$ cat src/rtl/simon_pkg.sv
// simon_pkg
// Definitions shared by the button conditioner and the game logic.
//   DEBOUNCE_CYCLES_DEFAULT : stable cycles needed to accept a level change
//                             (10 ms at 100 MHz)
//   NUM_BTNS                : number of pushbuttons on the board
//   BTN_U..BTN_C            : 3-bit button codes carried on press_code/held_code
//   btn_state_e             : conditioner FSM states
//   countPressed()          : number of set bits in a button level vector
package simon_pkg;

    localparam int DEBOUNCE_CYCLES_DEFAULT = 1000000;
    localparam int NUM_BTNS                = 5;

    localparam logic [2:0] BTN_U = 3'd0;
    localparam logic [2:0] BTN_D = 3'd1;
    localparam logic [2:0] BTN_L = 3'd2;
    localparam logic [2:0] BTN_R = 3'd3;
    localparam logic [2:0] BTN_C = 3'd4;

    typedef enum logic [1:0] {
        ST_IDLE    = 2'd0,
        ST_HELD    = 2'd1,
        ST_LOCKOUT = 2'd2
    } btn_state_e;

    // Bit i of the vector is the button whose code is i.
    function automatic logic [2:0] countPressed(input logic [NUM_BTNS-1:0] levels);
        logic [2:0] total;
        total = '0;
        for (int i = 0; i < NUM_BTNS; i++) begin
            total = total + {2'b00, levels[i]};
        end
        return total;
    endfunction

endpackage

$ cat src/rtl/debounce.sv
// debounce
// Two-flop synchronizer followed by a saturating stability counter for one
// raw pushbutton. The debounced level only follows the synchronized level
// once the two have differed for DEBOUNCE_CYCLES consecutive cycles.
//   clk_i   : system clock
//   rst_ni  : asynchronous active-low reset
//   btn_i   : raw asynchronous button level (1 = pressed)
//   level_o : debounced level
// CNT_W must satisfy 2**CNT_W > DEBOUNCE_CYCLES.
module debounce
    import simon_pkg::*;
#(
    parameter int DEBOUNCE_CYCLES = DEBOUNCE_CYCLES_DEFAULT,
    parameter int CNT_W           = 20
) (
    input  logic clk_i,
    input  logic rst_ni,
    input  logic btn_i,
    output logic level_o
);

    localparam logic [CNT_W-1:0] LAST_COUNT = CNT_W'(DEBOUNCE_CYCLES - 1);

    logic             syncMeta_q;
    logic             syncStable_q;
    logic             level_q;
    logic             level_d;
    logic [CNT_W-1:0] count_q;
    logic [CNT_W-1:0] count_d;

    // The counter only runs while the synchronized and debounced levels
    // disagree. Reaching LAST_COUNT with the disagreement still present means
    // the new level has been stable long enough, so it is adopted and the
    // counter restarts from zero; this also keeps the counter from ever
    // passing LAST_COUNT.
    always_comb begin
        level_d = level_q;
        count_d = '0;
        if (syncStable_q != level_q) begin
            if (count_q == LAST_COUNT) begin
                level_d = syncStable_q;
            end else begin
                count_d = count_q + CNT_W'(1);
            end
        end
    end

    always_ff @(posedge clk_i or negedge rst_ni) begin
        if (!rst_ni) begin
            syncMeta_q   <= 1'b0;
            syncStable_q <= 1'b0;
            level_q      <= 1'b0;
            count_q      <= '0;
        end else begin
            syncMeta_q   <= btn_i;
            syncStable_q <= syncMeta_q;
            level_q      <= level_d;
            count_q      <= count_d;
        end
    end

    assign level_o = level_q;

endmodule

$ cat src/rtl/btn_conditioner.sv
// btn_conditioner
// Turns the five raw board pushbuttons into clean single-press events for
// the game. Each button is synchronized and debounced, then an FSM accepts
// exactly one button at a time and locks out while several are pressed.
//   CLK, CPU_RESETN           : clock, asynchronous active-low reset
//   BTNU/BTND/BTNL/BTNR/BTNC  : raw button levels (1 = pressed)
//   press_valid / press_code  : one-cycle pulse and code of an accepted press
//   btn_held / held_code      : accepted button still pressed, and its code
//   multi_press               : more than one button involved, input ignored
module btn_conditioner
    import simon_pkg::*;
#(
    parameter int DEBOUNCE_CYCLES = DEBOUNCE_CYCLES_DEFAULT,
    parameter int CNT_W           = 20
) (
    input  logic       CLK,
    input  logic       CPU_RESETN,
    input  logic       BTNU,
    input  logic       BTND,
    input  logic       BTNL,
    input  logic       BTNR,
    input  logic       BTNC,
    output logic       press_valid,
    output logic [2:0] press_code,
    output logic       btn_held,
    output logic [2:0] held_code,
    output logic       multi_press
);

    logic [NUM_BTNS-1:0] rawBtns;
    logic [NUM_BTNS-1:0] levels;
    logic [NUM_BTNS-1:0] heldMask;
    logic [NUM_BTNS-1:0] otherLevels;
    logic [2:0]          pressedCount;
    logic [2:0]          activeCode;

    btn_state_e state_q;
    logic       pressValid_q;
    logic [2:0] pressCode_q;
    logic       btnHeld_q;
    logic [2:0] heldCode_q;
    logic       multiPress_q;

    // Bit position equals the button code so the encoder and masks line up.
    assign rawBtns = {BTNC, BTNR, BTNL, BTND, BTNU};

    for (genvar i = 0; i < NUM_BTNS; i++) begin : g_debounce
        debounce #(
            .DEBOUNCE_CYCLES (DEBOUNCE_CYCLES),
            .CNT_W           (CNT_W)
        ) u_debounce (
            .clk_i   (CLK),
            .rst_ni  (CPU_RESETN),
            .btn_i   (rawBtns[i]),
            .level_o (levels[i])
        );
    end

    // Code of the pressed button; only consulted when exactly one is high.
    always_comb begin
        activeCode = BTN_U;
        if (levels[BTN_U]) begin
            activeCode = BTN_U;
        end else if (levels[BTN_D]) begin
            activeCode = BTN_D;
        end else if (levels[BTN_L]) begin
            activeCode = BTN_L;
        end else if (levels[BTN_R]) begin
            activeCode = BTN_R;
        end else if (levels[BTN_C]) begin
            activeCode = BTN_C;
        end
    end

    // Isolate the accepted button so any other press can be spotted in HELD.
    always_comb begin
        heldMask = '0;
        case (heldCode_q)
            BTN_U:   heldMask = 5'b00001;
            BTN_D:   heldMask = 5'b00010;
            BTN_L:   heldMask = 5'b00100;
            BTN_R:   heldMask = 5'b01000;
            BTN_C:   heldMask = 5'b10000;
            default: heldMask = '0;
        endcase
    end

    assign otherLevels  = levels & ~heldMask;
    assign pressedCount = countPressed(levels);

    // Press FSM. Outputs are updated on the same edge as the state so they
    // are all registered. From IDLE the buttons all start low, so two or
    // more high at once means they rose together and must be locked out.
    always_ff @(posedge CLK or negedge CPU_RESETN) begin
        if (!CPU_RESETN) begin
            state_q      <= ST_IDLE;
            pressValid_q <= 1'b0;
            pressCode_q  <= BTN_U;
            btnHeld_q    <= 1'b0;
            heldCode_q   <= BTN_U;
            multiPress_q <= 1'b0;
        end else begin
            pressValid_q <= 1'b0;
            case (state_q)
                ST_IDLE: begin
                    if (pressedCount == 3'd1) begin
                        state_q      <= ST_HELD;
                        pressValid_q <= 1'b1;
                        pressCode_q  <= activeCode;
                        heldCode_q   <= activeCode;
                        btnHeld_q    <= 1'b1;
                    end else if (pressedCount >= 3'd2) begin
                        state_q      <= ST_LOCKOUT;
                        multiPress_q <= 1'b1;
                    end
                end
                ST_HELD: begin
                    if (otherLevels != '0) begin
                        state_q      <= ST_LOCKOUT;
                        btnHeld_q    <= 1'b0;
                        multiPress_q <= 1'b1;
                    end else if ((levels & heldMask) == '0) begin
                        state_q   <= ST_IDLE;
                        btnHeld_q <= 1'b0;
                    end
                end
                ST_LOCKOUT: begin
                    if (levels == '0) begin
                        state_q      <= ST_IDLE;
                        multiPress_q <= 1'b0;
                    end
                end
                default: begin
                    state_q      <= ST_IDLE;
                    btnHeld_q    <= 1'b0;
                    multiPress_q <= 1'b0;
                end
            endcase
        end
    end

    assign press_valid = pressValid_q;
    assign press_code  = pressCode_q;
    assign btn_held    = btnHeld_q;
    assign held_code   = heldCode_q;
    assign multi_press = multiPress_q;

endmodule
$ cat config.mk
export PLATFORM = sky130hd
export DESIGN_NAME = btn_conditioner
export DESIGN_NICKNAME = d
export VERILOG_FILES = /design/src/rtl/simon_pkg.sv /design/src/rtl/debounce.sv /design/src/rtl/btn_conditioner.sv
export SDC_FILE = /design/constraint.sdc
export NUM_CORES = 1
export LEC_CHECK = 0
export CELL_PAD_IN_SITES_DETAIL_PLACEMENT = 1
export CELL_PAD_IN_SITES_GLOBAL_PLACEMENT = 2
export CORE_ASPECT_RATIO = 1.4
export CORE_UTILIZATION = 30
export DETAILED_ROUTE_END_ITERATION = 7
export HOLD_SLACK_MARGIN = 0.08
export PLACE_DENSITY_LB_ADDON = 0.12
export SYNTH_ARGS = -nofsm -noshare
export SYNTH_HDL_FRONTEND = slang
export SYNTH_SLANG_ARGS = --single-unit
$ cat constraint.sdc
create_clock -name CLK -period 2.8 [get_ports CLK]
set_input_delay 0.28 -clock CLK [delete_from_list [all_inputs] [get_ports CLK]]
set_output_delay 0.28 -clock CLK [all_outputs]
set_load 0.05 [all_outputs]
# Word-level counts from Yosys, hierarchy flattened
# Cells that the tools add are included.
[totals]
out_inout_bits = 9
elab_cells = 110
ff_bits = 123
[classes]
addsub = 9
n_reduce_logical = 14
muxes = 33
eq_ne = 24
bitwise_logic = 4
order_cmp = 1
[ops]
columns = ["op", "n"]
rows = [
  ["20-bit two-way mux", 10],
  ["20-bit by 1-bit adder with 20-bit output (second input constant)", 5],
  ["20-bit == test (second input constant)", 5],
  ["5-bit case mux with 5 select lines", 1],
  ["3-bit two-way mux", 5],
  ["2-bit AND reduction", 6],
  ["5-bit AND", 2],
  ["5-bit zero test", 2],
  ["2-bit two-way mux", 5],
  ["2-bit inequality test (second input constant)", 5],
  ["1-bit two-way mux", 9],
  ["3-bit by 1-bit adder with 3-bit output", 2],
  ["3-bit by 1-bit == test with 1-bit output (second input constant)", 2],
  ["3-bit by 2-bit == test with 1-bit output (second input constant)", 2],
  ["3-bit inequality test (second input constant)", 2],
  ["1-bit case mux with 3 select lines", 2],
  ["2-bit case mux with 3 select lines", 1],
  ["3-bit AND reduction", 2],
  ["1-bit inequality test", 5],
  ["5-bit inverter", 1],
  ["5-bit nonzero test", 1],
  ["4-bit AND reduction", 1],
  ["2-bit by 1-bit adder with 3-bit output", 1],
  ["3-bit == test (second input constant)", 1],
  ["other kinds (7)", 7],
]

# Longest topological paths before layout
# Gate-level depths: netlist of run 1.
[depth]
word_depth = 8
ltp_mapped = 11
ltp_nobuf = 10

# By module
# From an unflattened synthesis of run 1, not the netlist that was laid out.
[unflattened]
cells_unflattened = 621
hier_area_um2 = 6174.7
[modules_own_cells]
columns = ["module", "seq_area_each_um2", "instances", "cells_per_inst", "area_each_um2"]
rows = [
  ["debounce", 575.6, 5, 110, 1108.6],
  ["btn_conditioner", 200.2, 1, 71, 631.9],
]

# Worst setup path after synthesis of run 1
# OpenSTA, ideal clock, no wires.
[synth_timing]
path_type = "register to register"
start = "reg g_debounce[0].u_debounce.level_q"
end = "reg heldCode_q[0] (netlist: held_code[0])"
slack_ps = 152
path_stages_with_launch = 11
t_required_ps = 2675
t_arrival_ps = 2523
n_path_buf = 1
cell_sequence = "dfrtp_1 > clkbuf_1 > inv_1 > fa_1 > inv_1 > fa_1 > inv_1 > ha_1 > nor2_1 > nand3_1 > mux2_2"
[synth_between]
elab_chain_cells = 6
word_cells_on_any_way = 7
classes_between = "add/sub: 4; eq/ne: 1; mux: 1; reduce/logical: 1"
[synth_lines]
columns = ["element", "line", "rtl"]
rows = [
  ["from (decl)", "debounce.sv:26", "logic level_q;"],
  ["from (signal assigned)", "debounce.sv:57", "level_q <= level_d;"],
  ["1-bit by 1-bit adder with 2-bit output", "simon_pkg.sv:31", "total = total + {2'b00, levels[i]};"],
  ["2-bit by 1-bit adder with 3-bit output", "simon_pkg.sv:31", ""],
  ["3-bit by 1-bit adder with 3-bit output (2 in a row)", "simon_pkg.sv:31", ""],
  ["3-bit by 1-bit == test with 1-bit output", "btn_conditioner.sv:106", "if (pressedCount == 3'd1) begin"],
  ["2-bit AND reduction (no line)", "--", ""],
  ["to (signal assigned)", "btn_conditioner.sv:110", "heldCode_q <= activeCode;"],
  ["to (decl)", "btn_conditioner.sv:41", "logic [2:0] heldCode_q;"],
]
# Several ways; a longest one is shown, not always the timed one.
# A chain may end at the register's enable or synchronous reset.

# Final worst setup path of run 1
[layout_timing]
start = "reg g_debounce[0].u_debounce.level_q"
end = "reg heldCode_q[1] (netlist: held_code[1])"
# The elaborated chain is that of the path after synthesis.

==> results of run 1 <==
stage by stage:
| step | utilization | worst slack (ns) | instances | hold WS, ns |
|---|---|---|---|---|
| 2_1_floorplan | - | 0.152 | 628 | -0.0156 |
| 3_3_place_gp | 0.330 | 0.274 | 876 | 0.334 |
| 3_5_place_dp | 0.330 | 0.191 | 876 | 0.338 |
| 4_1_cts | 0.360 | 0.167 | 909 | 0.277 |
| 5_1_grt | 0.360 | 0.0574 | 909 | 0.272 |
| 6_report | 0.360 | 0.191 | 909 | 0.296 |
layout by cell type (no fill, tap or decap), types with 4 or more instances in the layout:
master | Yosys | routed
nand2_1 | 32 | 32
xor2_1 | 28 | 28
ha_1 | 8 | 8
dfrtp_1 | 123 | 123
nor2_1 | 76 | 76
clkinvlp_4 | 0 | 5
clkbuf_16 | 0 | 17
nand4_1 | 16 | 16
inv_1 | 27 | 27
xnor2_1 | 32 | 32
nor3_1 | 12 | 12
and2_1 | 5 | 5
or4_1 | 22 | 22
nor4b_1 | 7 | 7
nand3_1 | 39 | 39
o31ai_1 | 22 | 20
a21oi_1 | 38 | 38
nor4_1 | 14 | 14
or4b_1 | 4 | 4
mux2_2 | 6 | 6
or3_1 | 23 | 23
and3_1 | 7 | 7
o21ai_0 | 20 | 20
clkdlybuf4s50_1 | 0 | 14
and4_1 | 5 | 5
buf_4 | 5 | 11
synthesized netlist by cell type, drive strengths merged:
library cell,count,area [µm²]
or4bb,3,33.8
nor4b,7,61.3
buf,13,77.6
and3b,1,8.76
xor2,28,245
a211oi,1,7.51
a31o,1,8.76
and4bb,1,12.5
nand3,42,233
inv,27,101
or3b,1,8.76
or2,1,6.26
and2,5,31.3
nand4,17,113
a2111oi,1,8.76
mux2i,1,10.0
or4b,4,40.0
o2bb2ai,1,8.76
nor2,76,285
a21oi,38,190
and4,5,43.8
ha,8,100
a21boi,1,7.51
fa,2,40.0
or3,23,144
o41ai,1,8.76
mux2,6,67.6
nand2,32,120
and3,8,51.3
clkbuf,17,63.8
xnor2,32,280
o32ai,2,17.5
nand3b,3,22.5
nand2b,3,18.8
nor3,12,60.1
dfrtp,123,3080
o21ai,21,105
or4,23,176
nor4,14,87.6
o31ai,23,186
worst reg2reg max path, delay by kind of cell, from the launching register on:
kind                       cells  cell delay (ns)
AOI/OAI and AO/OA              1             0.37
adders and majority gates      3             1.17
buffers and inverters          3             0.22
DFF                            1             0.35
and+or+nand+nor                2             0.40
where the power goes:
group	total (µW)	switching, µW	internal (µW)
registers	1820	20.8	1800
logic	124	85.2	38.5
clock network	2200	819	1380
sequential cells by signal (all words and copies together) (netlist names):
signal,count
press_valid,1
g_debounce.u_debounce.syncStable_q,5
btn_held,1
g_debounce.u_debounce.syncMeta_q,5
multi_press,1
held_code,3
g_debounce.u_debounce.level_o,5
g_debounce.u_debounce.count_q,100
state_q,2
metal layers:
layer	vias to the layer above	track usage	routed length (µm)
met4	0	0.0581	202
met5	-	0	0
met3	13	0.0381	361
met1	2411	0.177	6270
met2	32	0.265	7480
li1	2278	-	-
layout make-up:
| cell class | instances | area [µm²] | area share |
|---|---|---|---|
| clock inverter | 10 | 116 | 0.0162 |
| inverter | 27 | 101 | 0.0141 |
| multi-input combinational | 448 | 2860 | 0.397 |
| tap | 252 | 315 | 0.0438 |
| sequential | 123 | 3080 | 0.428 |
| timing repair buffer | 27 | 253 | 0.0351 |
| clock buffer | 22 | 474 | 0.0659 |
path summary, 6_finish.rpt:
kind	start	to	slack, ns	cells after the start
worst max-delay path	g_debounce[0].u_debounce.level_o	held_code[1]	0.19	9
worst min-delay path	BTNR	g_debounce[3].u_debounce.syncMeta_q	0.30	1
worst max register to register	g_debounce[0].u_debounce.level_o	held_code[1]	0.19	9
worst min register to register	g_debounce[2].u_debounce.syncMeta_q	g_debounce[2].u_debounce.syncStable_q	0.36	0
max in group asynchronous	CPU_RESETN	g_debounce[4].u_debounce.count_q[17]	1.85	3
min in group asynchronous	CPU_RESETN	g_debounce[0].u_debounce.count_q[9]	0.41	3
kinds of logic (layout without fill, tap and decap cells):
family          Yosys count  in the layout  synth area share
compound gates           90             90            0.0890
xor+xnor                 60             60            0.0852
fa+ha+maj                10             10            0.0227
buf+inv                  57             86            0.0393
flops                   123            123             0.499
mux                       7              7            0.0126
simple gates            281            281             0.252
repair_timing:
action	in CTS	in global routing
endpoints found under the hold margin	123	0
hold buffers	1	0
endpoints found under the setup margin	0	0
==> flow_summary.ini, run 1 <==
[drt]
drc = 0
drtAntennaViolNets = 0
routed_via_density = 5.21
routed_wl_um = 14300
routedWlPerCell_um = 15.7
drtIter0Drc = 147
vias = 4734
first_pass_iters = 4

[final_layout]
antenna_cells = 0
fin_nets = 661
drive_above_1_share = 0.0928
area_growth_pct = 16.6
postLayoutCellArea_um2 = 7200
fillers = 2287

[clocking]
cts_resized = 0
insertion_delay_ns = 0.42
cts_max_path_buffers = 2
root_buffer = clkbuf_16
cts.sinks = 123
post_cts_buffers = 0
h-tree-depth = 4
cts_tree = yes
cts_buffers = 17
clk_pin_slew_ns = 0.06

[logic_synthesis]
syn_avg_cell_area_um2 = 9.83
synthesis.area_um2 = 6170
syn_inst = 628
ys_ff_latch = 123
synthDistinctLibCells = 48
ys_seq_area_frac = 0.499
syn-num-nets = 645
ys_warn_count = 0

[die]
num_rows = 61
die_w_um = 123
num_io_pins = 16
core_um2 = 20000
die_height_um = 172
initial_core_util = 0.309
die-area_um2 = 21200

[placed_design]
place_congestion = 0.742
postPlaceCellArea_um2 = 6600
hpwl_um = 9850
port_buffers = 15

[sta]
fin_crit_ns = 2.61
fin_crit_sh = 0.932
skew_ns = 0.0108
worst_pin_slew_ns = 0.609
finalHoldViolCount = 0
drv_slew = 0
slew_headroom = 0.594
fin_setup_tns_ns = 0
rsz0062_at_grt = no
setup_violations = 0
max_freq_mhz = 383

[setup_path]
crit_family = adder cells
critPathMaxStageDelay_ns = 0.53
crit_type = reg2reg
crit_chain = inv_1 -> fa_1 -> inv_1 -> fa_1 -> inv_1 -> ha_1 -> nor2_1 -> nand3_1 -> o41ai_1
crit_buf_inv = 3
cp_common_cell = inv_1
cp.required_ns = 3.11
end_kind = register
cp_slowest_cell = fa_1
start_kind = register
path_max_fanout = 8
critPathArrivalTime_ns = 2.92

[grt]
grt-ovfl-total = 0
grt_pass1_wl_um = 25000
antenna_found_initial = 0
grt_pass1_vias = 5048
grt_max_degree = 79
grt_usage = 0.152

[power]
peakVddDrop_uv = 399
power_uw = 4140
powerDensity_nw_per_um2 = 576
power.leakage_uw = 0.00282

[run]
max_cap_violations = 0

[hold_path]
hold_path_class = in2reg

[outcome]
outcome = complete, no violations
No activity file was read; power rests on OpenSTA's default activity.
==> inputs of run 2 (changes only) <==
Settings changed: REMOVE_ABC_BUFFERS set to 1.
==> flow_summary.ini, run 2 (synthesized netlist as in run 1, its figures left out) <==
[outcome]
outcome = complete, no violations

[setup_path]
crit_type = reg2reg
critPathMaxStageDelay_ns = 0.48
crit_chain = inv_1 -> fa_1 -> inv_1 -> fa_1 -> inv_1 -> ha_1 -> nor2_1 -> nand3_2 -> o41ai_1
path_max_fanout = 8
cp_slowest_cell = fa_1
end_kind = register
cp_common_cell = inv_1
critPathArrivalTime_ns = 2.86
cp.required_ns = 3.09
start_kind = register

[final_layout]
largest_register_ffs = 100
final_common_cell = dfrtp_1
drive_above_1_share = 0.0959
area_growth_pct = 17.3
regMostFlops = g_debounce.u_debounce.count_q
antenna_cells = 0
fin_nets = 661
final_cell_mix = dfrtp_1 (123), nor2_1 (76), nand3_1 (38), a21oi_1 (38)

[die]
initial_core_util = 0.309
die_w_um = 123
num_rows = 61
num_io_pins = 16
core_um2 = 20000
die_height_um = 172
die-area_um2 = 21200

[drt]
drtIter0Drc = 134
drtAntennaViolNets = 0
routed_wl_um = 14600
first_pass_iters = 4
routed_via_density = 5.16
vias = 4688
routedWlPerCell_um = 16.1
drc = 0

[clocking]
cts.sinks = 123
clk_pin_slew_ns = 0.06
cts_tree = yes
post_cts_buffers = 0
root_buffer = clkbuf_16
insertion_delay_ns = 0.41
cts_buffers = 17
cts_max_path_buffers = 2
h-tree-depth = 4

[hold_path]
hold_path_class = in2reg

[sta]
skew_ns = 0.00564
fin_crit_ns = 2.56
whs_ns = 0.304
fin_crit_sh = 0.915
worst_pin_slew_ns = 0.560
max_freq_mhz = 390
finalHoldViolCount = 0
fin_ws_ns = 0.237
fin_setup_tns_ns = 0
slew_headroom = 0.617
drv_slew = 0
rsz0062_at_grt = no
setup_violations = 0

[run]
max_cap_violations = 0

[grt]
grt_pass1_wl_um = 25000
grt_max_degree = 45
grt-ovfl-total = 0
antenna_found_initial = 0
grt_pass1_vias = 4989
grt_usage = 0.152

[placed_design]
place_ws_ns = 0.129
hpwl_um = 10100
place_congestion = 0.747
port_buffers = 15

[power]
power.leakage_uw = 0.00284
peakVddDrop_uv = 416
powerDensity_nw_per_um2 = 592
-- run 2: worst paths after layout --
path / start / end / slack [ns] / cells after the start
setup / recovery: g_debounce[3].u_debounce.level_o / held_code[1] / 0.24 / 9
hold / removal: BTNL / g_debounce[2].u_debounce.syncMeta_q / 0.30 / 1
setup reg to reg: g_debounce[3].u_debounce.level_o / held_code[1] / 0.24 / 9
hold reg to reg: g_debounce[0].u_debounce.syncMeta_q / g_debounce[0].u_debounce.syncStable_q / 0.35 / 0
max in group asynchronous: CPU_RESETN / g_debounce[2].u_debounce.level_o / 1.68 / 3
min in group asynchronous: CPU_RESETN / g_debounce[0].u_debounce.count_q[3] / 0.40 / 2
-- run 2: through the flow --
step | cell area [µm²] | power (µW) | instances | utilization
floorplan | 6030 | 1900 | 598 | -
global placement | 6600 | 1980 | 876 | 0.330
detailed placement | 6600 | 1990 | 876 | 0.330
CTS | 7230 | 4370 | 909 | 0.362
global route | 7240 | 4450 | 909 | 0.362
finish | 7240 | 4290 | 909 | 0.362
-- run 2: cell type report --
type | count | area [µm²]
well taps | 252 | 315
clock buffers | 20 | 457
inverters | 27 | 101
flip-flops and latches | 123 | 3080
multi-input cells | 448 | 2870
repair buffers | 27 | 253
fillers | 2261 | 12800
clock inverters | 12 | 170
-- run 2: what timing repair did --
item	4_1_cts	5_1_grt
endpoints found under the hold margin	38	0
hold buffers	1	0
endpoints found under the setup margin	0	1
resized for setup	0	1
-- run 2: report_power, final --
| part | internal, µW | leakage, µW | switching (µW) |
|---|---|---|---|
| clock network | 1530 | 0.000298 | 812 |
| logic | 38.3 | 0.000861 | 85.1 |
| registers | 1800 | 0.00168 | 21.3 |
-- run 2: worst max-delay path: cells and delay by family, from the launching register on --
family	cells	cell delay (ns)
adders and majority gates	3	1.09
buffers and inverters	3	0.22
and+or+nand+nor	2	0.35
AOI/OAI and AO/OA	1	0.37
DFF	1	0.41
-- run 2: per-layer routing --
metal	wire (µm)	vias to the layer above	share of wire	track usage
met2	7500	34	0.51	0.262
met4	209	0	0.014	0.0597
met1	6660	2372	0.46	0.186
met3	256	14	0.017	0.0298
li1	-	2268	-	-
met5	0	-	0	0
==> inputs of run 3 (changes only) <==
Settings changed: ABC_AREA set to 1, SLEW_MARGIN set to 25.
==> flow_summary.ini, run 3 <==
[outcome]
outcome = complete, no violations

[clocking]
h-tree-depth = 4
insertion_delay_ns = 0.41
cts_tree = yes
cts_buffers = 17
root_buffer = clkbuf_16
clk_pin_slew_ns = 0.06
cts.sinks = 123
cts_max_path_buffers = 2

[placed_design]
dp_cells = 1046
port_buffers = 15
hpwl_um = 11600
postPlaceCellArea_um2 = 6900
place_congestion = 0.751

[sta]
finalHoldViolCount = 0
fin_crit_sh = 0.938
slew_headroom = 0.647
rsz0062_at_grt = no
fin_crit_ns = 2.63
setup_violations = 0
max_freq_mhz = 381
fin_setup_tns_ns = 0
skew_ns = 0.0103
drv_slew = 0
worst_pin_slew_ns = 0.527

[logic_synthesis]
synthesis.area_um2 = 6390
ys_async_sr_fraction = 1.00
synthMostInstantiatedCell = nor2_1
ys_ff_latch = 123
ys_top_cells_by_area = dfrtp_1 (48%), nor2_1 (9.0%), nand2_1 (7.0%), inv_1 (6.2%), xor2_1 (4.7%)
ys_warn_count = 0
synth_top_area_cell = dfrtp_1
yosys.area.top_type_share = 0.482
synth_edf_count = 0
syn_inst = 773
synthFlopType = dfrtp_1
synth_common_cells = nor2_1 (153), dfrtp_1 (123), nand2_1 (119)
synthDistinctLibCells = 32
ys_seq_area_frac = 0.482
syn_avg_cell_area_um2 = 8.27

[die]
initial_core_util = 0.309
core_um2 = 20700
die_height_um = 175
num_io_pins = 16
die-area_um2 = 21900
num_rows = 62
die_w_um = 125

[drt]
routedWlPerCell_um = 14.3
vias = 5087
first_pass_iters = 4
routed_via_density = 4.72
drc = 0
drtAntennaViolNets = 0
drtIter0Drc = 133
routed_wl_um = 15400

[setup_path]
crit_buf_inv = 3
crit_chain = inv_1 -> fa_1 -> inv_1 -> fa_1 -> inv_1 -> ha_1 -> nor3_1 -> nand2_1 -> nand2_1 -> nor2_1 -> nand3b_1 -> nand2_1
crit_family = adder cells
path_max_fanout = 5
critPathArrivalTime_ns = 2.92
r2r_slack_ns = 0.17
critPathMaxStageDelay_ns = 0.50
cp.required_ns = 3.10
cp_slowest_cell = fa_1
end_kind = register
start_kind = register
crit_type = reg2reg

[hold_path]
hold_path_class = in2async

[final_layout]
stdcell_count = 1077
regMostFlops = g_debounce.u_debounce.count_q
area_growth_pct = 16.6
postLayoutCellArea_um2 = 7450
final_cell_mix = nor2_1 (153), dfrtp_1 (123), nand2_1 (119)
postLayoutCoreUtil = 0.360
final_common_cell = nor2_1
drive_above_1_share = 0.0914
largest_register_ffs = 100
antenna_cells = 0
fin_nets = 828

[power]
powerDensity_nw_per_um2 = 535
power_uw = 3990
power.leakage_uw = 0.00335
peakVddDrop_uv = 392

[grt]
grt_pass1_wl_um = 26900
grt_max_degree = 58
grt-ovfl-total = 0
grt_pass1_vias = 5582
grt_usage = 0.155
antenna_found_initial = 0

[run]
max_cap_violations = 0
[run 3: cell types whose count changed in the layout (fill, tap and decap cells not counted), moves of 20 or more]
| cell | change |
|---|---|
| nand2_1 | +87 |
| inv_1 | +78 |
| nor2_1 | +77 |
| nor3_1 | +30 |
| or3_1 | -23 |
| or4_1 | -22 |
| o31ai_1 | -20 |
[run 3: worst reg2reg max path: stages, from the launching register on]
cell and delay (ns):
dfrtp_1 0.41, inv_1 0.13, fa_1 0.50, inv_1 0.06, fa_1 0.39, inv_1 0.08
ha_1 0.23, nor3_1 0.25, nand2_1 0.16, nand2_1 0.09, nor2_1 0.05, nand3b_1 0.10
nand2_1 0.06
[run 3: cell type report]
class | count | area, µm²
inverters | 108 | 405
multi-input cells | 538 | 2880
fillers | 2470 | 13300
clock inverters | 2 | 35.0
repair buffers | 23 | 235
well taps | 256 | 320
clock buffers | 27 | 503
flip-flops and latches | 123 | 3080
[run 3: repair_timing]
action,CTS,global route
setup endpoints to repair,0,5
resized for setup,0,1
hold endpoints to repair,17,0
hold buffers,1,0
setup buffers,0,1
[run 3: per-stage QoR]
stage / hold WS [ns] / setup WS [ns]
6_report: 0.303 / 0.174
3_5_place_dp: 0.198 / 0.105
2_1_floorplan: -0.0156 / 0.359
3_3_place_gp: 0.188 / 0.252
5_1_grt: 0.302 / 0.0167
4_1_cts: 0.294 / 0.0914
[run 3: worst paths after layout]
path	cells after the start	start	endpoint
hold / removal	2	CPU_RESETN	g_debounce[4].u_debounce.count_q[10]
setup / recovery	12	g_debounce[3].u_debounce.level_o	multi_press
min in group CLK	1	BTNR	g_debounce[3].u_debounce.syncMeta_q
max in group asynchronous	3	CPU_RESETN	g_debounce[0].u_debounce.syncMeta_q
setup reg to reg	12	g_debounce[3].u_debounce.level_o	multi_press
hold reg to reg	0	g_debounce[1].u_debounce.syncMeta_q	g_debounce[1].u_debounce.syncStable_q
[run 3: cell families (layout without fill, tap and decap cells)]
group / Yosys count / after routing / synth area share
XOR/XNOR: 47 / 47 / 0.0644
flip-flops: 123 / 123 / 0.482
AO/OA/AOI/OAI: 48 / 48 / 0.0399
buffers and inverters: 112 / 160 / 0.0681
adder cells (fa/ha/maj): 10 / 10 / 0.0219
AND/OR/NAND/NOR: 433 / 433 / 0.324
[run 3: where the power goes]
part	total, µW	internal [µW]	switching (µW)
clock	2030	1300	736
sequential	1820	1800	18.8
combinational	128	39.0	88.7
[run 3: routing by layer]
layer	wire length (µm)	GRT usage
met1	6770	0.178
met5	0	0
met2	8100	0.284
met4	181	0.0564
met3	379	0.0312
